[src/rtl/my_spi_pkg.sv]
// Shared constants and the TX byte-start load selection used by the SPI slave.
package my_spi_pkg;

  localparam int SPI_WIDTH   = 8;
  localparam int SYNC_STAGES = 2;
  localparam int CNT_W       = $clog2(SPI_WIDTH);

  typedef logic [SPI_WIDTH-1:0] spi_byte_t;

  // A same-cycle txReady takes precedence over an older buffered response.
  function automatic spi_byte_t pick_tx_load(
    input logic      tx_now,
    input spi_byte_t tx_val,
    input logic      pend,
    input spi_byte_t rsp_val,
    input logic      first,
    input logic [2*SPI_WIDTH-1:0] probe_val
  );
    spi_byte_t v;
    if (tx_now)      v = tx_val;
    else if (pend)   v = rsp_val;
    else if (first)  v = probe_val[2*SPI_WIDTH-1:SPI_WIDTH];
    else             v = probe_val[SPI_WIDTH-1:0];
    return v;
  endfunction

endpackage

[src/rtl/my_spi_sync.sv]
// Multi-flop synchronizer for one asynchronous input, plus rise/fall pulses on the synchronized value.
module spi_sync
  import my_spi_pkg::*;
#(
  parameter logic RST_VAL = 1'b0
) (
  input  logic clk_i,
  input  logic rst_n_i,
  input  logic d_i,
  output logic q_o,
  output logic rise_o,
  output logic fall_o
);

  logic [SYNC_STAGES-1:0] sync_q;
  logic                   prev_q;

  always_ff @(posedge clk_i or negedge rst_n_i) begin
    if (!rst_n_i) begin
      sync_q <= {SYNC_STAGES{RST_VAL}};
      prev_q <= RST_VAL;
    end else begin
      sync_q <= {sync_q[SYNC_STAGES-2:0], d_i};
      prev_q <= sync_q[SYNC_STAGES-1];
    end
  end

  assign q_o    = sync_q[SYNC_STAGES-1];
  assign rise_o =  q_o & ~prev_q;
  assign fall_o = ~q_o &  prev_q;

endmodule

[src/rtl/my_spi.sv]
// Mode-0 SPI slave clocked from sysclk: receives MSB-first bytes on MOSI and answers with a
// buffered response byte or the probe word on MISO.
module my_spi
  import my_spi_pkg::*;
(
  input  logic                   sysclk,
  input  logic                   rst_n,
  input  logic                   iSPIClk,
  input  logic                   iSPICS,
  input  logic                   iSPIMOSI,
  output logic                   oSPIMISO,
  output logic [SPI_WIDTH-1:0]   oRx,
  output logic                   oRxReady,
  input  logic [SPI_WIDTH-1:0]   tx,
  input  logic                   txReady,
  input  logic [2*SPI_WIDTH-1:0] probe
);

  logic sck_s, sck_rise, sck_fall;
  logic cs_s, cs_rise, cs_fall;
  logic mosi_s, mosi_rise, mosi_fall;
  logic unused_sync;

  spi_sync #(.RST_VAL(1'b0)) u_sync_sck (
    .clk_i (sysclk), .rst_n_i (rst_n), .d_i (iSPIClk),
    .q_o (sck_s), .rise_o (sck_rise), .fall_o (sck_fall)
  );

  spi_sync #(.RST_VAL(1'b1)) u_sync_cs (
    .clk_i (sysclk), .rst_n_i (rst_n), .d_i (iSPICS),
    .q_o (cs_s), .rise_o (cs_rise), .fall_o (cs_fall)
  );

  spi_sync #(.RST_VAL(1'b0)) u_sync_mosi (
    .clk_i (sysclk), .rst_n_i (rst_n), .d_i (iSPIMOSI),
    .q_o (mosi_s), .rise_o (mosi_rise), .fall_o (mosi_fall)
  );

  assign unused_sync = ^{sck_s, mosi_rise, mosi_fall};

  logic [CNT_W-1:0] bit_cnt_q, bit_cnt_d;
  spi_byte_t        rx_sh_q, rx_sh_d;
  spi_byte_t        rx_q, rx_d;
  logic             rx_vld_q, rx_vld_d;
  spi_byte_t        tx_sh_q, tx_sh_d;
  spi_byte_t        rsp_q, rsp_d;
  logic             pend_q, pend_d;
  logic             byte_done;
  logic             byte_start;

  always_comb begin
    bit_cnt_d  = bit_cnt_q;
    rx_sh_d    = rx_sh_q;
    rx_d       = rx_q;
    rx_vld_d   = 1'b0;
    tx_sh_d    = tx_sh_q;
    rsp_d      = rsp_q;
    pend_d     = pend_q;
    byte_done  = 1'b0;
    byte_start = 1'b0;

    if (!cs_s && sck_rise) begin
      rx_sh_d   = {rx_sh_q[SPI_WIDTH-2:0], mosi_s};
      bit_cnt_d = bit_cnt_q + 1'b1;
      if (bit_cnt_q == CNT_W'(SPI_WIDTH - 1)) begin
        rx_d      = rx_sh_d;
        rx_vld_d  = 1'b1;
        byte_done = 1'b1;
      end
    end else if (!cs_s && sck_fall && bit_cnt_q != '0) begin
      // The fall right after a byte completes must not shift out the freshly loaded MSB.
      tx_sh_d = {tx_sh_q[SPI_WIDTH-2:0], 1'b0};
    end

    if (cs_rise || cs_fall) begin
      bit_cnt_d = '0;
      rx_sh_d   = '0;
    end

    if (txReady) begin
      rsp_d  = tx;
      pend_d = 1'b1;
    end

    byte_start = cs_fall || byte_done;
    if (byte_start) begin
      tx_sh_d = pick_tx_load(txReady, tx, pend_q, rsp_q, cs_fall, probe);
      pend_d  = 1'b0;
    end
  end

  always_ff @(posedge sysclk or negedge rst_n) begin
    if (!rst_n) begin
      bit_cnt_q <= '0;
      rx_sh_q   <= '0;
      rx_q      <= '0;
      rx_vld_q  <= 1'b0;
      tx_sh_q   <= '0;
      rsp_q     <= '0;
      pend_q    <= 1'b0;
    end else begin
      bit_cnt_q <= bit_cnt_d;
      rx_sh_q   <= rx_sh_d;
      rx_q      <= rx_d;
      rx_vld_q  <= rx_vld_d;
      tx_sh_q   <= tx_sh_d;
      rsp_q     <= rsp_d;
      pend_q    <= pend_d;
    end
  end

  assign oRx      = rx_q;
  assign oRxReady = rx_vld_q;
  assign oSPIMISO = tx_sh_q[SPI_WIDTH-1] & ~cs_s;

endmodule

[config.mk]
export PLATFORM = sky130hd
export DESIGN_NAME = my_spi
export DESIGN_NICKNAME = d
export VERILOG_FILES = /design/src/rtl/my_spi_pkg.sv /design/src/rtl/my_spi_sync.sv /design/src/rtl/my_spi.sv
export SDC_FILE = /design/constraint.sdc
export NUM_CORES = 1
export LEC_CHECK = 0
export ABC_AREA = 1
export CAP_MARGIN = 15
export CELL_PAD_IN_SITES_DETAIL_PLACEMENT = 1
export CELL_PAD_IN_SITES_GLOBAL_PLACEMENT = 1
export CORE_UTILIZATION = 24
export CTS_CLUSTER_DIAMETER = 30
export DETAILED_ROUTE_END_ITERATION = 10
export GPL_TIMING_DRIVEN = 1
export PLACE_DENSITY = 0.51
export SETUP_SLACK_MARGIN = 0.2
export SLEW_MARGIN = 25
export SYNTH_ARGS = -nofsm -noshare
export SYNTH_HDL_FRONTEND = slang
export SYNTH_HIERARCHICAL = 1
export SYNTH_SLANG_ARGS = --single-unit
[constraint.sdc]
create_clock -name sysclk -period 2.7 [get_ports sysclk]
set_input_delay 0.81 -clock sysclk [delete_from_list [all_inputs] [get_ports sysclk]]
set_output_delay 0.81 -clock sysclk [all_outputs]
set_load 0.03 [all_outputs]
==> results_dict.tcl <==
set metrics [dict create \
    status "complete, no violations" \
    dp.cells 372 \
    power.internal_mw 0.9637 \
    cp-start-kind "flop" \
    place_congestion 0.7186 \
    required_ns 1.89 \
    cts_max_level 2 \
    ios 40 \
    synthCells 232 \
    grt_start_max_net_pins 25 \
    grt_overflow 0 \
    multi_input_area_sq_um 752.0 \
    worstRegToRegCells 8 \
    critPathLaunch "u_sync_cs/sync_q[1]$_DFF_PN1_" \
    nNetsFinal 310 \
    reg2reg_slack_ns 0.96 \
    coreArea_sq_um 7848 \
    initial_utilization_pct 25.30 \
    grt_usage_pct 12.94 \
    cp-endpoint "oSPIMISO" \
    grt_pass1_vias 1683 \
    worstReg2RegEnd "tx_sh_q[6]$_DFFE_PN0P_" \
    num-fill-cells 967 \
    drive_gt1_share_pct 8.993 \
    ys.warnings.count 6 \
    cp.arrival_ns 1.55 \
    cts-root-buf "clkbuf_8" \
    die_x_microns 92.96 \
    rsz0062_at_grt "false" \
    crit_type "reg -> out" \
    cts_buffers 5 \
    mostFrequentLayoutCells "nand2_1 (88), dfrtp_1 (41), clkdlybuf4s50_1 (38)" \
    p_per_area_nw_per_um2 508.1 \
    cts.repair.resized 0 \
    cts_tree "yes" \
    finalCriticalPeriod_ns 2.362 \
    die_area_sq_um 8642 \
    fin_crit_sh_pct 87.47 \
    fmax_ghz 0.4234 \
    power.switching_mw 0.3550 \
    cap_viol_max_count 0 \
    grt_pass1_wl_mm 8.466 \
    finalSetupTns_ns 0 \
    hold_viol_final 0 \
    p_sw_share_pct 26.92 \
    syn-cell-area_sq_um 1986 \
    post_drt_wl_per_cell_microns 13.47 \
    skew_ns 0.009302 \
    post_cts_buffers 0 \
    final_common_cell "nand2_1" \
    slew_violations 0 \
    route.detailed.drc 0 \
    end_kind "output pin" \
    synth.net_count 265 \
    via_per_inst 4.216 \
    vdd_drop_max_uv 198.3 \
    drt.antenna.violating_nets 0 \
    die_y_microns 92.96 \
    setup_viol 0 \
    share_comb_of_total_power_pct 14.0 \
    syn2layout_area_growth_pct 30.69 \
    n_antenna_cell 0 \
    avgSynthCellArea_sq_um 8.559 \
    cts_sinks 44 \
    min_path_type "reg -> reg" \
    p_seq_share_pct 55.0 \
    vias 1602 \
    relSlewSlack_pct 65.83 \
    num_rows 32 \
    worst_pin_slew_ns 0.5125 \
    clkTransAtPathRegs_ns 0.08 \
    stdcell_count 380 \
    clockBufferDepth 2 \
    wl_mm 5.118 \
    p_clk_share_pct 31.0 \
    place_hpwl_mm 3.737 \
    antenna_found_initial 0 \
    drt_first_iter_violations 32 \
    numPortBuffers 39 \
    holdWs_ns 0.3557 \
    cp_max_fo 6 \
    insertion_delay_ns 0.30 \
    cts_hold_buf 0 \
    regArea_sq_um 1105 \
    dr.pass1.iters 4 \
    r2r_start "u_sync_cs/sync_q[1]$_DFF_PN1_" \
    leakage_nw 1.209 \
]
-- final cells by class --
class / count / area share, %
multi-input cells: 157 / 28.98
inverters: 26 / 3.761
flip-flops and latches: 44 / 42.57
well taps: 102 / 4.918
repair buffers: 43 / 16.49
clock buffers: 6 / 2.797
clock inverters: 2 / 0.4822
-- routing by layer --
metal  global-route usage (%)  vias up  routed length [microns]
li1                         -      831                        -
met1                    18.99      737                     2812
met2                    18.57       30                     2073
met3                    3.202        4                      191
met4                    3.846        0                       40
met5                        0        -                        0
-- registers in the layout, summed over array words and instances (netlist names) --
signal,count
u_sync_mosi/sync_q,2
u_sync_cs/prev_q,1
oRxReady,1
oRx,8
rsp_q,8
tx_sh_q,8
u_sync_sck/sync_q,2
u_sync_sck/prev_q,1
u_sync_cs/sync_q,2
pend_q,1
rx_sh_q,7
bit_cnt_q,3
-- worst max-delay path: stages (launching register included) --
cell and delay [ns]:
dfstp_2 0.60, nor2_1 0.07, clkdlybuf4s50_1 0.59
-- power by group through the flow --
stage	Combinational, mW	Sequential [mW]	Clock, mW
5_1_grt	0.213	0.730	0.459
3_3_place_gp	0.188	0.738	0
2_1_floorplan	0.0989	0.728	0
4_1_cts	0.190	0.725	0.430
3_5_place_dp	0.188	0.737	0
6_report	0.185	0.725	0.409
-- per-stage QoR --
step	setup WS [ns]	power, mW	cell area, sq um	utilization, %
4_1_cts	0.3108	1.345	2595	33.07
3_5_place_dp	0.5094	0.9257	2510	31.98
5_1_grt	0.2719	1.402	2595	33.07
2_1_floorplan	1.089	0.8271	1986	-
6_report	0.3383	1.319	2595	33.07
3_3_place_gp	0.5169	0.9260	2510	31.98
-- worst min-delay path by stage --
stage	from	endpoint	slack (ns)	depth (start not counted)
floorplan	u_sync_mosi/sync_q[0]$_DFF_PN0_	u_sync_mosi/sync_q[1]$_DFF_PN0_	0.33	0
global placement	u_sync_sck/sync_q[0]$_DFF_PN0_	u_sync_sck/sync_q[1]$_DFF_PN0_	0.33	0
detailed placement	u_sync_sck/sync_q[0]$_DFF_PN0_	u_sync_sck/sync_q[1]$_DFF_PN0_	0.34	0
global route	u_sync_cs/sync_q[0]$_DFF_PN1_	u_sync_cs/sync_q[1]$_DFF_PN1_	0.37	0
finish	u_sync_sck/sync_q[0]$_DFF_PN0_	u_sync_sck/sync_q[1]$_DFF_PN0_	0.36	0
CTS	u_sync_sck/sync_q[0]$_DFF_PN0_	u_sync_sck/sync_q[1]$_DFF_PN0_	0.36	0
No activity file was read; power rests on OpenSTA's default activity.
==> edit 1, RTL diff (same flow settings) <==
`SYNC_STAGES`: 2 -> 4.
--- a/src/rtl/my_spi_pkg.sv
+++ b/src/rtl/my_spi_pkg.sv
@@ -4,3 +4,3 @@
   localparam int SPI_WIDTH   = 8;
-  localparam int SYNC_STAGES = 2;
+  localparam int SYNC_STAGES = 4;
   localparam int CNT_W       = $clog2(SPI_WIDTH);
Behaviour: not the same (a bounded check fails within 4 cycles, from zero or initial values and one cycle with rst_n low).
==> edit 1 against the original RTL <==
Critical path depth unchanged. Clock power rose by 10%. Utilization down 1.2 points. Wire length fell by 2.7%. Sequential cell count rose by 6. Setup slack lost 0.024 ns. Count of clock-buffer cells in the layout is the same. Die area grew 7.5%. Power up 10%. Register-to-register slack hardly changed. Sequential share of layout area increased by 2.9 points. Cell area grew 6.6%. Synthesized area up 7.7%. Critical path type unchanged. Largest cell class unchanged.
==> edit 1: results (changes against the original RTL) <==
* Status: completed
* FF-to-FF setup slack at 0.96 ns (about the same)
* Worst r2r src: u_sync_cs/sync_q[3]
* Resized Gates After CTS at 0 (unchanged)
* Total Routed Length at 4980 µm (-2.7%)
* IO Port Bufs at 39 (unchanged)
* Starting DRT DRC Count at 67 (+110%)
* Depth of the worst hold-timing path at 0 (unchanged)
* Cell family with most CP delay: flip-flops
* Layout cell share with drive strength beyond 1 at 9.86% (+0.87 points)
* DRT Pass-1 Iters at 4 (unchanged)
* Critical Path Slowest Stage Cell: dfstp_2
* Lkg Pwr at 0.00128 µW (+6.1%)
* Initial antenna violation count at 0 (unchanged)
* Clock slew at reported path FFs at 0.09 ns
* Tot GR Track Use at 12.1% (-0.89 points)
* Mapped Nets at 271 (+2.3%)
* Worst min-delay path startpoint: u_sync_mosi/sync_q[2]
* Hold endpoint: u_sync_mosi/sync_q[3]
* Final max-slew violation count at 0 (unchanged)
* R2R cell count at 8 (unchanged)
* Root buf cell: clkbuf_8
* Net Sw Power at 371 µW (+4.4%)
* Max Freq at 419 MHz (-1.0%)
* Worst min path class: reg -> reg
* Setup Fix Bufs, Post-CTS at 0 (unchanged)
* Largest net degree at the start of global routing at 51 (+100%)
* Nets at 316 (+1.9%)
* CP Max Fanout at 6 (unchanged)
* Antenna fix cells at 0 (unchanged)
* Htree depth at 2 (unchanged)
* Capturing point of the worst reg2reg path: tx_sh_q[6]
* Critical path arrival at 1.58 ns (+0.03 ns)
* Cts bufs inserted at 5 (unchanged)
* Largest stage delay, worst path at 0.60 ns (about the same)
* Startpoint type of the worst setup path: flop
* Detailed Place HPWL at 3630 µm (-2.8%)
* Vias in the first global route at 1684 (+0.059%)
* Syn. warnings at 6 (unchanged)
* Clk Latency, worst-skew pair at 0.30 ns (about the same)
* Peak supply drop at 0.334 mV (+68%)
* Clock Skew at 0.00868 ns (-0.000622 ns)
* First-pass GRT wire length at 8320 µm (-1.7%)
* Slew margin rel. at 71.4% (+5.5 points)
* Detailed-route vias per instance at 4.29 (+1.7%)
* Placement Setup Slack at 0.548 ns (+0.0388 ns)
* GPL Wtd Cong at 0.738 (+2.7%)
* Sum Neg Setup Slack at 0 ns (unchanged)
* Worst-case clock buffer depth at 2 (unchanged)
edit 1: cell types whose count changed in the layout (fill, tap and decap cells not counted):
cell and change:
dfrtp_1 +4, dfstp_2 +2, clkbuf_1 -1, clkbuf_8 +1
edit 1: layer usage:
metal | up-vias | share of wire, % | track usage, %
li1 | 847 | - | -
met1 | 805 | 53 | 17.1
met2 | 24 | 42 | 17.8
met3 | 5 | 3.2 | 2.58
met4 | 0 | 1.4 | 4.78
met5 | - | 0 | 0
edit 1: how the worst max path moves through the flow:
stage                      end  cells past startpoint
global route          oSPIMISO                      2
detailed placement  tx_sh_q[3]                      7
finish                oSPIMISO                      2
global placement    tx_sh_q[3]                      7
CTS                   oSPIMISO                      2
floorplan             oSPIMISO                      1
edit 1: cell type report:
type / instances / area, µm²
fill: 1046 / 5910
sequential: 50 / 1260
multi-input combinational: 157 / 752
timing repair buffer: 43 / 428
tap: 108 / 135
inverter: 26 / 97.6
clock buffer: 6 / 82.6
clock inverter: 2 / 12.5
edit 1: power by group through the flow:
| stage | Clock [µW] | Combinational (µW) | Sequential (µW) |
|---|---|---|---|
| after floorplan | 0 | 98.9 | 826 |
| after global placement | 0 | 190 | 835 |
| after detailed placement | 0 | 190 | 834 |
| after CTS | 475 | 192 | 820 |
| after global routing | 498 | 213 | 825 |
| final | 450 | 186 | 819 |
edit 1: stage by stage:
stage | area (µm²) | cells | hold slack (ns)
after floorplan | 2140 | 238 | 0.331
after global placement | 2670 | 384 | 0.333
after detailed placement | 2670 | 384 | 0.337
after CTS | 2770 | 392 | 0.357
after global routing | 2770 | 392 | 0.363
final | 2770 | 392 | 0.354
==> edit 2, RTL diff (same settings) <==
Without the edit above. Reset style: synchronous (`rst_n` and `rst_n_i`), changed in 2 clocked blocks. Comments in the files are not updated.
--- a/src/rtl/my_spi_sync.sv
+++ b/src/rtl/my_spi_sync.sv
@@ -17,3 +17,3 @@
 
-  always_ff @(posedge clk_i or negedge rst_n_i) begin
+  always_ff @(posedge clk_i) begin
     if (!rst_n_i) begin
--- a/src/rtl/my_spi.sv
+++ b/src/rtl/my_spi.sv
@@ -91,3 +91,3 @@
 
-  always_ff @(posedge sysclk or negedge rst_n) begin
+  always_ff @(posedge sysclk) begin
     if (!rst_n) begin
Check against the original RTL: differs if rst_n is asserted again (counterexample within 4 cycles, from zero or initial values and one cycle with rst_n low); with rst_n held inactive, the same outputs for 10 cycles.
==> edit 2 against the original RTL <==
Via count rose by 13%. Utilization decreased by 0.82 points. Wire length is 0.64% lower. Setup slack gained 0.084 ns. Sequential cell count stayed put. Critical path depth did not move. Power up 5.1%. Non-clock buffer count down 1. Synthesized area is 2.4% higher. Cell area up 2.1%. Maximum frequency is 3.7% higher. Critical path type unchanged. Highest routed layer unchanged.
==> edit 2: results (changes against the original RTL) <==
* Slew margin rel. at 71.4% (+5.6 points)
* Post-synthesis cell count at 276 (+19%)
* Depth of the worst hold-timing path at 2 (+2)
* Largest stage delay, worst path at 0.68 ns (+0.08 ns)
* Status: completed
* Detailed-route vias per instance at 4.27 (+1.4%)
* Cell Area, Placed at 0.00252 mm² (+0.55%)
* Starting DRT DRC Count at 74 (+130%)
* Nets at 352 (+14%)
* Lkg Pwr at 0.00120 µW (-0.98%)
* Critical path arrival at 1.47 ns (-0.08 ns)
* Met3 GRT Util at 2.59% (-0.61 points)
* Cells after DPL at 417 (+12%)
* Detailed Place HPWL at 3860 µm (+3.3%)
* Layout cell share with drive strength beyond 1 at 10.6% (+1.6 points)
* Clock Skew at 0.00653 ns (-0.00278 ns)
* Mapped Nets at 309 (+17%)
* Worst min-delay path startpoint: u_sync_cs/sync_q[0]
* GPL Wtd Cong at 0.655 (-8.9%)
* First-pass GRT wire length at 8520 µm (+0.65%)
* Cell family with most CP delay: buffers and inverters
* CP Max Fanout at 5 (-1)
* Critical Path Slowest Stage Cell: clkdlybuf4s50_1
* GR peak layer: met2
* GR Util met1 at 16.9% (-2.1 points)
* Worst r2r src: bit_cnt_q[0]
* Vias in the first global route at 1774 (+5.4%)
* FF-to-FF setup slack at 1.08 ns (+0.12 ns)
* Total Routed Length at 5090 µm (-0.64%)
* Hold endpoint: u_sync_cs/sync_q[1]
* Capturing point of the worst reg2reg path: tx_sh_q[4]
* Routed len/inst at 12.0 µm (-11%)
* Largest net degree at the start of global routing at 19 (-24%)
* Peak supply drop at 0.223 mV (+13%)
-- edit 2: tightest hold or removal path: stages (launching register included) --
cell,delay [ns]
dfxtp_1,0.31
inv_1,0.03
nand2_1,0.04
-- edit 2: per-stage QoR --
step	hold WS, ns	worst slack (ns)
global route	0.438	0.342
finish	0.415	0.423
global placement	0.387	0.318
detailed placement	0.401	0.329
CTS	0.421	0.374
floorplan	0.380	1.12
-- edit 2: how the worst max path moves through the flow --
stage                              from         end  slack [ns]  cells after the start
floorplan                       txReady  tx_sh_q[0]        1.12                      6
global placement                txReady  tx_sh_q[0]        0.32                      6
detailed placement              txReady  tx_sh_q[0]        0.33                      6
CTS                 u_sync_cs/sync_q[1]    oSPIMISO        0.37                      2
global route        u_sync_cs/sync_q[1]    oSPIMISO        0.34                      2
finish              u_sync_cs/sync_q[1]    oSPIMISO        0.42                      2
-- edit 2: final cells by class --
class	count	area, µm²	area share, %
Clock buffer	7	96.3	3.64
Clock inverter	1	30.0	1.13
Inverter	42	165	6.23
Multi-Input combinational cell	184	933	35.2
Sequential cell	44	881	33.2
Tap cell	105	131	4.96
Timing Repair Buffer	42	413	15.6
-- edit 2: power by group --
part / total, µW / switching [µW] / internal [µW]
clock: 551 / 224 / 327
sequential: 678 / 9.98 / 668
combinational: 157 / 83.2 / 73.6
total: 1390 / 317 / 1070
-- edit 2: metal layers --
layer | part of all wire [%] | routed length, µm | vias up
met3 | 3.2 | 163 | 5
li1 | - | - | 954
met2 | 43 | 2190 | 24
met4 | 0.96 | 49 | 0
met5 | 0 | 0 | -
met1 | 53 | 2680 | 833
